$ cat src/rtl/blackjack_input_conditioner.sv
// ---------------------------------------------------------------------------
// blackjack_input_conditioner
//
// Input conditioning for the Basys 3 blackjack board. Every raw push-button
// and slide switch is synchronised (2-FF) and debounced. The board top sees:
// clean levels, one clock-wide press pulses for the buttons, and a single
// sw_changed pulse whenever any debounced switch level changes.
//
// Optional feature: define BLACKJACK_BTN_AUTO_REPEAT_EN to enable button
// auto-repeat. Buttons selected by REPEAT_MASK then emit extra press pulses
// while held: the first comes REPEAT_DELAY cycles after the press pulse and
// later ones follow every REPEAT_PERIOD cycles. With the macro undefined, no
// repeat logic is built and each press gives exactly one pulse.
//
// Ports
//   clk        in   system clock (100 MHz)
//   reset      in   synchronous, active-high reset
//   btn_raw    in   [NUM_BTN] raw button pins (0 next, 1 hit, 2 stand, 3 double)
//   sw_raw     in   [NUM_SW]  raw switch pins (4 split, 3..0 bet_8..bet_1)
//   btn_level  out  [NUM_BTN] debounced button levels
//   btn_pulse  out  [NUM_BTN] one-cycle pulse on each accepted press
//   sw_level   out  [NUM_SW]  debounced switch levels
//   sw_changed out  one-cycle pulse when any sw_level bit changes
// ---------------------------------------------------------------------------
module blackjack_input_conditioner #(
    parameter int                 NUM_BTN         = 4,
    parameter int                 NUM_SW          = 5,
    parameter int                 DEBOUNCE_CYCLES = 1000000,
    parameter int                 REPEAT_DELAY    = 50000000,
    parameter int                 REPEAT_PERIOD   = 20000000,
    parameter logic [NUM_BTN-1:0] REPEAT_MASK     = 4'b0010
) (
    input  logic               clk,
    input  logic               reset,
    input  logic [NUM_BTN-1:0] btn_raw,
    input  logic [NUM_SW-1:0]  sw_raw,
    output logic [NUM_BTN-1:0] btn_level,
    output logic [NUM_BTN-1:0] btn_pulse,
    output logic [NUM_SW-1:0]  sw_level,
    output logic               sw_changed
);

    // Buttons and switches share one debounce path.
    // Buttons occupy the low bits and switches occupy the high bits.
    localparam int NB = NUM_BTN + NUM_SW;
    localparam int CW = (DEBOUNCE_CYCLES > 2) ? $clog2(DEBOUNCE_CYCLES) : 1;
    localparam logic [CW-1:0] TERM = CW'(DEBOUNCE_CYCLES - 1);

    logic [NB-1:0]      s1_q;
    logic [NB-1:0]      s2_q;
    logic [NB-1:0]      stable_q;
    logic [NB-1:0]      accept;       // bit takes its new level on this edge
    logic [NUM_BTN-1:0] rpt_fire;     // auto-repeat pulse request
    logic [NUM_BTN-1:0] btn_pulse_q;
    logic               sw_changed_q;

    // Per-bit debounce counter. The count restarts from zero whenever s2
    // agrees with the stable level, so a bounce cannot build up partial credit.
    genvar gi;
    generate
        for (gi = 0; gi < NB; gi++) begin : g_db
            logic [CW-1:0] cnt_q;
            logic [CW-1:0] cnt_d;

            always_comb begin
                cnt_d = '0;
                if (s2_q[gi] != stable_q[gi] && cnt_q != TERM)
                    cnt_d = cnt_q + 1'b1;
            end

            always_ff @(posedge clk) begin
                if (reset) cnt_q <= '0;
                else       cnt_q <= cnt_d;
            end

            assign accept[gi] = (s2_q[gi] != stable_q[gi]) && (cnt_q == TERM);
        end
    endgenerate

`ifdef BLACKJACK_BTN_AUTO_REPEAT_EN
    localparam int RMAX = (REPEAT_DELAY > REPEAT_PERIOD) ? REPEAT_DELAY : REPEAT_PERIOD;
    localparam int RW   = (RMAX > 2) ? $clog2(RMAX) : 1;

    generate
        for (gi = 0; gi < NUM_BTN; gi++) begin : g_rpt
            if (REPEAT_MASK[gi]) begin : g_on
                logic [RW-1:0] rcnt_q;
                logic [RW-1:0] rcnt_d;
                logic          first_q;    // first (long) delay has elapsed
                logic          first_d;
                logic [RW-1:0] target;
                logic          held;

                // The counter is zero on the press-pulse edge and counts every
                // cycle after it. When it reaches target it fires and restarts.
                assign target = first_q ? RW'(REPEAT_PERIOD - 1) : RW'(REPEAT_DELAY - 1);
                // The button must stay held through this edge, so no repeat
                // pulse can coincide with an accepted release.
                assign held   = stable_q[gi] & ~accept[gi];
                assign rpt_fire[gi] = held && (rcnt_q == target);

                always_comb begin
                    rcnt_d  = '0;
                    first_d = 1'b0;
                    if (stable_q[gi]) begin
                        first_d = first_q;
                        if (rcnt_q == target) begin
                            first_d = 1'b1;
                        end else begin
                            rcnt_d = rcnt_q + 1'b1;
                        end
                    end
                end

                always_ff @(posedge clk) begin
                    if (reset) begin
                        rcnt_q  <= '0;
                        first_q <= 1'b0;
                    end else begin
                        rcnt_q  <= rcnt_d;
                        first_q <= first_d;
                    end
                end
            end else begin : g_off
                assign rpt_fire[gi] = 1'b0;
            end
        end
    endgenerate
`else
    assign rpt_fire = '0;
`endif

    always_ff @(posedge clk) begin
        if (reset) begin
            s1_q         <= '0;
            s2_q         <= '0;
            stable_q     <= '0;
            btn_pulse_q  <= '0;
            sw_changed_q <= 1'b0;
        end else begin
            s1_q         <= {sw_raw, btn_raw};
            s2_q         <= s1_q;
            stable_q     <= stable_q ^ accept;
            // An accepted button bit whose incoming value is 1 is a press.
            btn_pulse_q  <= (accept[NUM_BTN-1:0] & s2_q[NUM_BTN-1:0]) | rpt_fire;
            sw_changed_q <= |accept[NB-1:NUM_BTN];
        end
    end

    assign btn_level  = stable_q[NUM_BTN-1:0];
    assign sw_level   = stable_q[NB-1:NUM_BTN];
    assign btn_pulse  = btn_pulse_q;
    assign sw_changed = sw_changed_q;

endmodule
$ cat config.mk
export PLATFORM = sky130hd
export DESIGN_NAME = blackjack_input_conditioner
export DESIGN_NICKNAME = d
export VERILOG_FILES = /design/src/rtl/blackjack_input_conditioner.sv
export SDC_FILE = /design/constraint.sdc
export NUM_CORES = 1
export LEC_CHECK = 0
export CAP_MARGIN = 20
export CORE_MARGIN = 4
export CORE_UTILIZATION = 56
export CTS_CLUSTER_SIZE = 40
export DETAILED_ROUTE_END_ITERATION = 8
export PLACE_DENSITY = 0.76
export SETUP_SLACK_MARGIN = 0.05
export SYNTH_ARGS = -nofsm -noshare
export SYNTH_HDL_FRONTEND = slang
export SYNTH_SLANG_ARGS = --single-unit
$ cat constraint.sdc
create_clock -name clk -period 1.95 [get_ports clk]
set_input_delay 0.585 -clock clk [delete_from_list [all_inputs] [get_ports clk]]
set_output_delay 0.585 -clock clk [all_outputs]
set_load 0.1 [all_outputs]
==> key figures, run 1 <==
Run status
  • Status: finished, violations left
  • Failing checks: setup timing

Global routing
  • First-pass GRT wire length: 31500 um
  • GR Util met2: 0.331
  • Global Route met1 Usage: 0.254
  • Gr usage total: 0.195
  • Initial antenna violation count: 0
  • Global route total overflow: 0
  • Grt met3 use: 0.0320
  • Number of global-route vias before repair: 7178
  • GR peak layer: met2
  • Largest net degree at the start of global routing: 21

Final layout
  • Fill count: 1202
  • Area growth, synth to finish: 24.7%
  • Layout Cells excl Fill: 1401
  • Diodes inserted: 0
  • Area of the multi-input gates: 0.00511 mm^2
  • # nets final: 1189
  • Fin util: 0.721
  • Register area: 0.00427 mm^2
  • Layout cell share with drive strength beyond 1: 0.204

Routing
  • # DRC: 0
  • Final Routed Wirelength: 19100 um
  • Via count: 7882
  • Routed len/inst: 13.6 um
  • Vias/cell: 5.63
  • TritonRoute pass-1 iters: 5
  • Initial DRC count: 361
  • Routed Antenna Nets: 0

Clocking
  • Sink Count: 212
  • Hold-fix buffers, CTS: 0
  • CTS tree: yes
  • Htree depth: 1
  • Worst skew pair latency: 0.49 ns
  • Maximum clock path buffer count: 3
  • Clock buffers created by TritonCTS: 22
  • Clock Tree Root: clkbuf_16
  • Clk slew on worst S/H paths: 0.06 ns

STA
  • Worst Setup Slack, final: -0.0155 ns
  • Period Utilization, post-route: 1.01
  • Period minus WS final: 1.97 ns
  • Worst slew pin tran: 0.421 ns
  • F_max: 0.509 GHz
  • Setup TNS: -0.0983 ns
  • Final Hold Fails: 0
  • Final slew viol count: 0
  • Worst Skew: 0.00707 ns
  • Setup-failing EPs final: 15
  • RSZ-0062 raised after global routing: yes
  • Max-slew headroom: 0.716

Critical path
  • Max incr delay on CP: 0.58 ns
  • Critical path class: flop to flop
  • WP data required: 2.33 ns
  • Slowest-stage cell, CP: or4_4
  • Crit-path cells: or4b_1 -> or4_4 -> o21ai_4 -> buf_6 -> nor2_1
  • Arr. time, crit path: 2.35 ns
  • Startpoint types: flop
  • CP max FO: 6
  • Setup crit end kind: flop

Floorplanning
  • # IOs: 25
  • Row Count: 46
  • DIE AREA: 0.0188 mm^2
  • Die Ht: 137 um
  • Initial Util: 0.578
  • Core footprint: 0.0161 mm^2
  • Die X: 137 um

Synthesis
  • Syn Inst Count: 1072
  • Synth area leader: dfxtp_1
  • Post-synth cell types: 54
  • Syn_nets: 1092
  • Sequential element share of the synthesized area: 0.455
  • Synth area leaders: dfxtp_1 46%, xnor2_1 5.9%, nor2_1 5.6%
  • Top post-synthesis cells by count: 212 x dfxtp_1, 138 x nor2_1, 70 x a21oi_1
  • Post-synth EDFFs: 0
  • Synth Area per Inst: 8.69 um^2
  • Share of Yosys cell area claimed by the top area cell type: 0.455
  • Ys Warns: 0
  • Post-synth top flop: dfxtp_1
  • Asr flop ratio synth: 0
  • Number of synthesized register bits: 212
  • Count leader, synth: dfxtp_1
  • Mapped Area: 0.00932 mm^2

Job
  • Max Cap Violations: 0

Placement
  • Placer Congestion: 0.801
  • DP HPWL: 12700 um
  • Post-Place Cells: 1353
  • IO Port Bufs: 24
  • Setup Slack @ Placement: -0.00836 ns

Pwr
  • VDD IR max: 689 uV
  • PwrDens: 757 mW/mm^2
  • Pleak: 3.52 nW

Min path
  • Hold Crit Class: flop to flop
-- power by group --
group | switching (mW) | internal (mW) | total, mW
Sequential | 0.0134 | 4.35 | 4.36
Clock | 1.68 | 2.61 | 4.28
Combinational | 0.0768 | 0.0699 | 0.147
-- critical path: cells and delay by family (launching register included) --
family                 cells  cell delay (ns)
AOI/OAI and AO/OA          1             0.22
buffers and inverters      1             0.18
DFF                        1             0.32
and+or+nand+nor            3             1.15
-- cells by family (layout without fill, tap and decap cells) --
logic type,after synthesis,count (layout),synth area share
simple gates,519,519,0.303
compound gates,154,154,0.0957
buf+inv,70,183,0.0321
xor+xnor,107,107,0.101
mux,1,1,0.00107
fa+ha+maj,9,9,0.0121
flops,212,212,0.455
-- cell type report --
class                   count  area share
well taps                 216      0.0233
flip-flops and latches    212       0.367
repair buffers            109      0.0940
clock inverters             9     0.00840
clock buffers              31      0.0564
inverters                  34      0.0110
multi-input cells         790       0.440
-- metrics by stage --
| stage | hold slack [ns] | power, mW | cell area [um^2] |
|---|---|---|---|
| floorplan | 0.411 | 4.53 | 9340 |
| global placement | 0.419 | 4.59 | 10400 |
| detailed placement | 0.426 | 4.59 | 10400 |
| CTS | 0.438 | 8.87 | 11200 |
| global route | 0.456 | 9.07 | 11600 |
| finish | 0.437 | 8.79 | 11600 |
-- state kept, by name, indices dropped and copies added (netlist names), named ones only --
signal      count
btn_pulse       4
g_db.cnt_q    180
s1_q            9
s2_q            9
sw_changed      1
-- routing by layer --
| layer | vias up | wire [um] |
|---|---|---|
| met4 | 0 | 449 |
| met2 | 112 | 9220 |
| li1 | 4045 | - |
| met5 | - | 0 |
| met3 | 37 | 572 |
| met1 | 3688 | 8880 |
-- cell usage in the layout, fill, tap and decap left out, drive strengths merged, types with 8 or more instances in the layout --
cell type / instances
nor2b: 19
a21oi: 70
dfxtp: 212
and2: 8
xor2: 44
clkdlybuf4s50: 9
and3: 8
nor3: 16
inv: 34
nand4: 42
buf: 100
or4: 42
and4: 17
xnor2: 63
nand2: 62
or3: 43
ha: 9
o21ai: 47
clkbuf: 31
o31ai: 26
nand3: 64
nor2: 138
nor4: 27
-- final timing paths --
kind                    start                to  slack, ns  cells after the start
max reg2reg  g_db[3].cnt_q[8]  g_db[3].cnt_q[5]      -0.02                      5
min reg2reg           s1_q[2]           s2_q[2]       0.44                      1
max          g_db[3].cnt_q[8]  g_db[3].cnt_q[5]      -0.02                      5
min                   s1_q[2]           s2_q[2]       0.44                      1
-- repair_timing --
item / in CTS / in global routing
pin swaps: 2 / 33
endpoints found under the hold margin: 0 / 0
setup endpoints to repair: 46 / 120
gates resized for setup: 16 / 100
cloned: 1 / 4
setup buffers: 0 / 3
Power figures use the tool's default switching activity.
==> run 2: changes to the inputs <==
HOLD_SLACK_MARGIN = 0.02   (was unset)
==> results of run 2 <==
The final DEF is identical to that of run 1; final timing and power are the same.
==> run 3: changes to the inputs <==
CAP_MARGIN = unset   (was 20)
CORE_UTILIZATION = 57   (was 56)
DONT_BUFFER_PORTS = 1   (was unset)
PLACE_DENSITY = 0.75   (was 0.76)
==> run 3 against run 2 <==
Sequential power barely moved; sequential share of layout area rose by 1.3 points; the flow now finishes without violations; critical path type unchanged; via count fell by 0.71%; clock-buffer cell count rose by 1; critical endpoint is now g_db[3].cnt_q[18]; global-route usage rose by 0.79 points; first-iteration DRC count fell by 19%; clock power fell by 8.2%; wire length rose by 0.34%; final area fell by 3.5%; critical path depth did not move; non-clock buffer count fell by 11; sequential cell count did not move; highest routed layer unchanged.
==> key figures, run 3 (synthesis results as in run 1) <==
Run status
  • Status: finished, final reports clean

Pwr
  • VDD IR max: 636 uV (-7.7%)
  • Sw Pwr: 1.70 mW (-3.8%)
  • Clock share of power: 0.468 (-0.019)
  • Switching Share: 0.202 (+0.00150)
  • P_int: 6.70 mW (-4.7%)
  • Pleak: 3.42 nW (-2.9%)
  • Pwr Total: 8.40 mW (-4.5%)
  • Gate power share: 0.012 (-0.005)
  • Sequential share of power: 0.520 (+0.024)
  • PwrDens: 749 mW/mm^2 (-1.1%)

Final layout
  • Final Instance Area: 0.0112 mm^2 (-3.5%)
  • Area of the multi-input gates: 0.00501 mm^2 (-1.9%)
  • Layout cell share with drive strength beyond 1: 0.184 (-0.0206)
  • Area growth, synth to finish: 20.4%
  • Layout Cells excl Fill: 1387 (-1.0%)
  • Register name with the most flops: g_db.cnt_q
  • Register area: 0.00427 mm^2 (about the same)
  • Top Registers: g_db.cnt_q (180), s1_q (9), s2_q (9)
  • Max reg flops: 180 (unchanged)
  • Most frequent cells in the layout: 199 x dfxtp_1, 126 x nor2_1, 80 x buf_4
  • Commonest non-fill, non-tap cell in the layout: dfxtp_1
  • Fill count: 1223 (+1.7%)
  • # nets final: 1179 (-0.84%)
  • Diodes inserted: 0 (unchanged)

Clocking
  • Htree depth: 1 (unchanged)
  • Clock Tree Root: clkbuf_16
  • Worst skew pair latency: 0.50 ns (about the same)
  • Maximum clock path buffer count: 3 (unchanged)
  • Sink Count: 212 (unchanged)
  • Hold-fix buffers, CTS: 0 (unchanged)
  • CTS tree: yes
  • Clock buffers created by TritonCTS: 23 (+4.5%)
  • Clk slew on worst S/H paths: 0.06 ns (about the same)

Placement
  • IO Port Bufs: 0 (-100%)
  • Placer Congestion: 0.840 (+4.9%)
  • Post-Place Cells: 1335 (-1.3%)
  • Placement Cell Area: 0.0101 mm^2 (-3.0%)
  • DP HPWL: 12400 um (-2.1%)
  • Setup Slack @ Placement: 0.0113 ns (+0.0197 ns)

STA
  • Worst Setup Slack, final: 0.0127 ns (+0.0282 ns)
  • Final slew viol count: 0 (unchanged)
  • Setup TNS: 0 ns (+0.0983 ns)
  • Period Utilization, post-route: 0.993 (-0.0145)
  • Worst slew pin tran: 0.445 ns (+0.0241 ns)
  • Period minus WS final: 1.94 ns (-0.0282 ns)
  • Worst Skew: 0.0111 ns (+0.00402 ns)
  • F_max: 0.516 GHz (+1.5%)
  • RSZ-0062 raised after global routing: yes
  • Max-slew headroom: 0.700 (-0.0162)
  • Setup-failing EPs final: 0 (-15)
  • Final Hold Fails: 0 (unchanged)

Global routing
  • Gr usage total: 0.202 (+0.00789)
  • Number of global-route vias before repair: 7197 (+0.26%)
  • First-pass GRT wire length: 32100 um (+1.9%)
  • Initial antenna violation count: 0 (unchanged)
  • Global route total overflow: 0 (unchanged)
  • Largest net degree at the start of global routing: 43 (+100%)

Routing
  • Via count: 7826 (-0.71%)
  • # DRC: 0 (unchanged)
  • Routed Antenna Nets: 0 (unchanged)
  • Routed len/inst: 13.8 um (+1.4%)
  • Initial DRC count: 294 (-19%)
  • Vias/cell: 5.64 (+0.29%)
  • Final Routed Wirelength: 19200 um (+0.34%)
  • TritonRoute pass-1 iters: 5 (unchanged)

Critical path
  • Setup crit end kind: flop
  • Critical path class: flop to flop
  • Arr. time, crit path: 2.31 ns (-0.04 ns)
  • WP data required: 2.33 ns (about the same)
  • Crit-path cells: or4b_1 -> or4_4 -> o21ai_4 -> buf_6 -> a21oi_1
  • WP buf/inv: 1 (unchanged)
  • CP max FO: 9 (+3)
  • Slowest-stage cell, CP: or4_4
  • Crit path max-delay family: simple AND/OR/NAND/NOR gates
  • Max incr delay on CP: 0.58 ns (about the same)
  • Startpoint types: flop

Floorplanning
  • Row Count: 46 (unchanged)
  • Die Ht: 136 um (-0.83%)
  • Core footprint: 0.0159 mm^2 (-1.1%)
  • Die X: 136 um (-0.83%)
  • # IOs: 25 (unchanged)
  • DIE AREA: 0.0185 mm^2 (-1.7%)
  • Initial Util: 0.585 (+0.00626)

Job
  • Max Cap Violations: 0 (unchanged)

Min path
  • Hold Crit Class: primary input to flop
## run 3: area by class of cell
class                   instances  share of cell area
flip-flops and latches        212               0.380
well taps                     216              0.0241
clock buffers                  32              0.0579
inverters                      34              0.0114
multi-input cells             790               0.447
repair buffers                 98              0.0772
clock inverters                 5             0.00223
## run 3: layer usage
metal / wire [um] / GRT usage / vias up
li1: - / - / 4020
met1: 9000 / 0.273 / 3650
met2: 9010 / 0.331 / 115
met3: 691 / 0.0366 / 41
met4: 482 / 0.0649 / 0
met5: 0 / 0 / -
## run 3: worst paths after layout
| check | end | depth (start not counted) | from | slack, ns |
|---|---|---|---|---|
| worst max-delay path | g_db[3].cnt_q[18] | 5 | g_db[3].cnt_q[7] | 0.01 |
| worst min-delay path | flop | 1 | reset | 0.15 |
| worst max register to register | g_db[3].cnt_q[18] | 5 | g_db[3].cnt_q[7] | 0.01 |
| worst min register to register | g_db[8].cnt_q[0] | 1 | g_db[8].cnt_q[0] | 0.43 |
## run 3: repair_timing
item | in CTS | in global routing
setup endpoints to repair | 46 | 105
pin swaps | 2 | 24
gates cloned | 1 | 6
hold endpoints to repair | 0 | 0
gates resized for setup | 19 | 67
setup buffers | 1 | 7
## run 3: power groups by stage
stage	combinational (mW)	clock [mW]	sequential, mW
detailed placement	0.0823	0	4.46
global placement	0.0809	0	4.46
CTS	0.0868	4.02	4.37
floorplan	0.0692	0	4.46
finish	0.104	3.93	4.37
global route	0.114	4.21	4.37
## run 3: worst reg2reg max path: cells and delay by family (launching register included)
family	cells	cell delay (ns)
compound gates	2	0.25
simple gates	2	1.10
buf+inv	1	0.17
flops	1	0.30
## run 3: stage by stage
| step | hold slack, ns | utilization |
|---|---|---|
| 2_1_floorplan | 0.411 | - |
| 3_3_place_gp | 0.420 | 0.634 |
| 3_5_place_dp | 0.427 | 0.634 |
| 4_1_cts | 0.128 | 0.681 |
| 5_1_grt | 0.135 | 0.704 |
| 6_report | 0.152 | 0.704 |
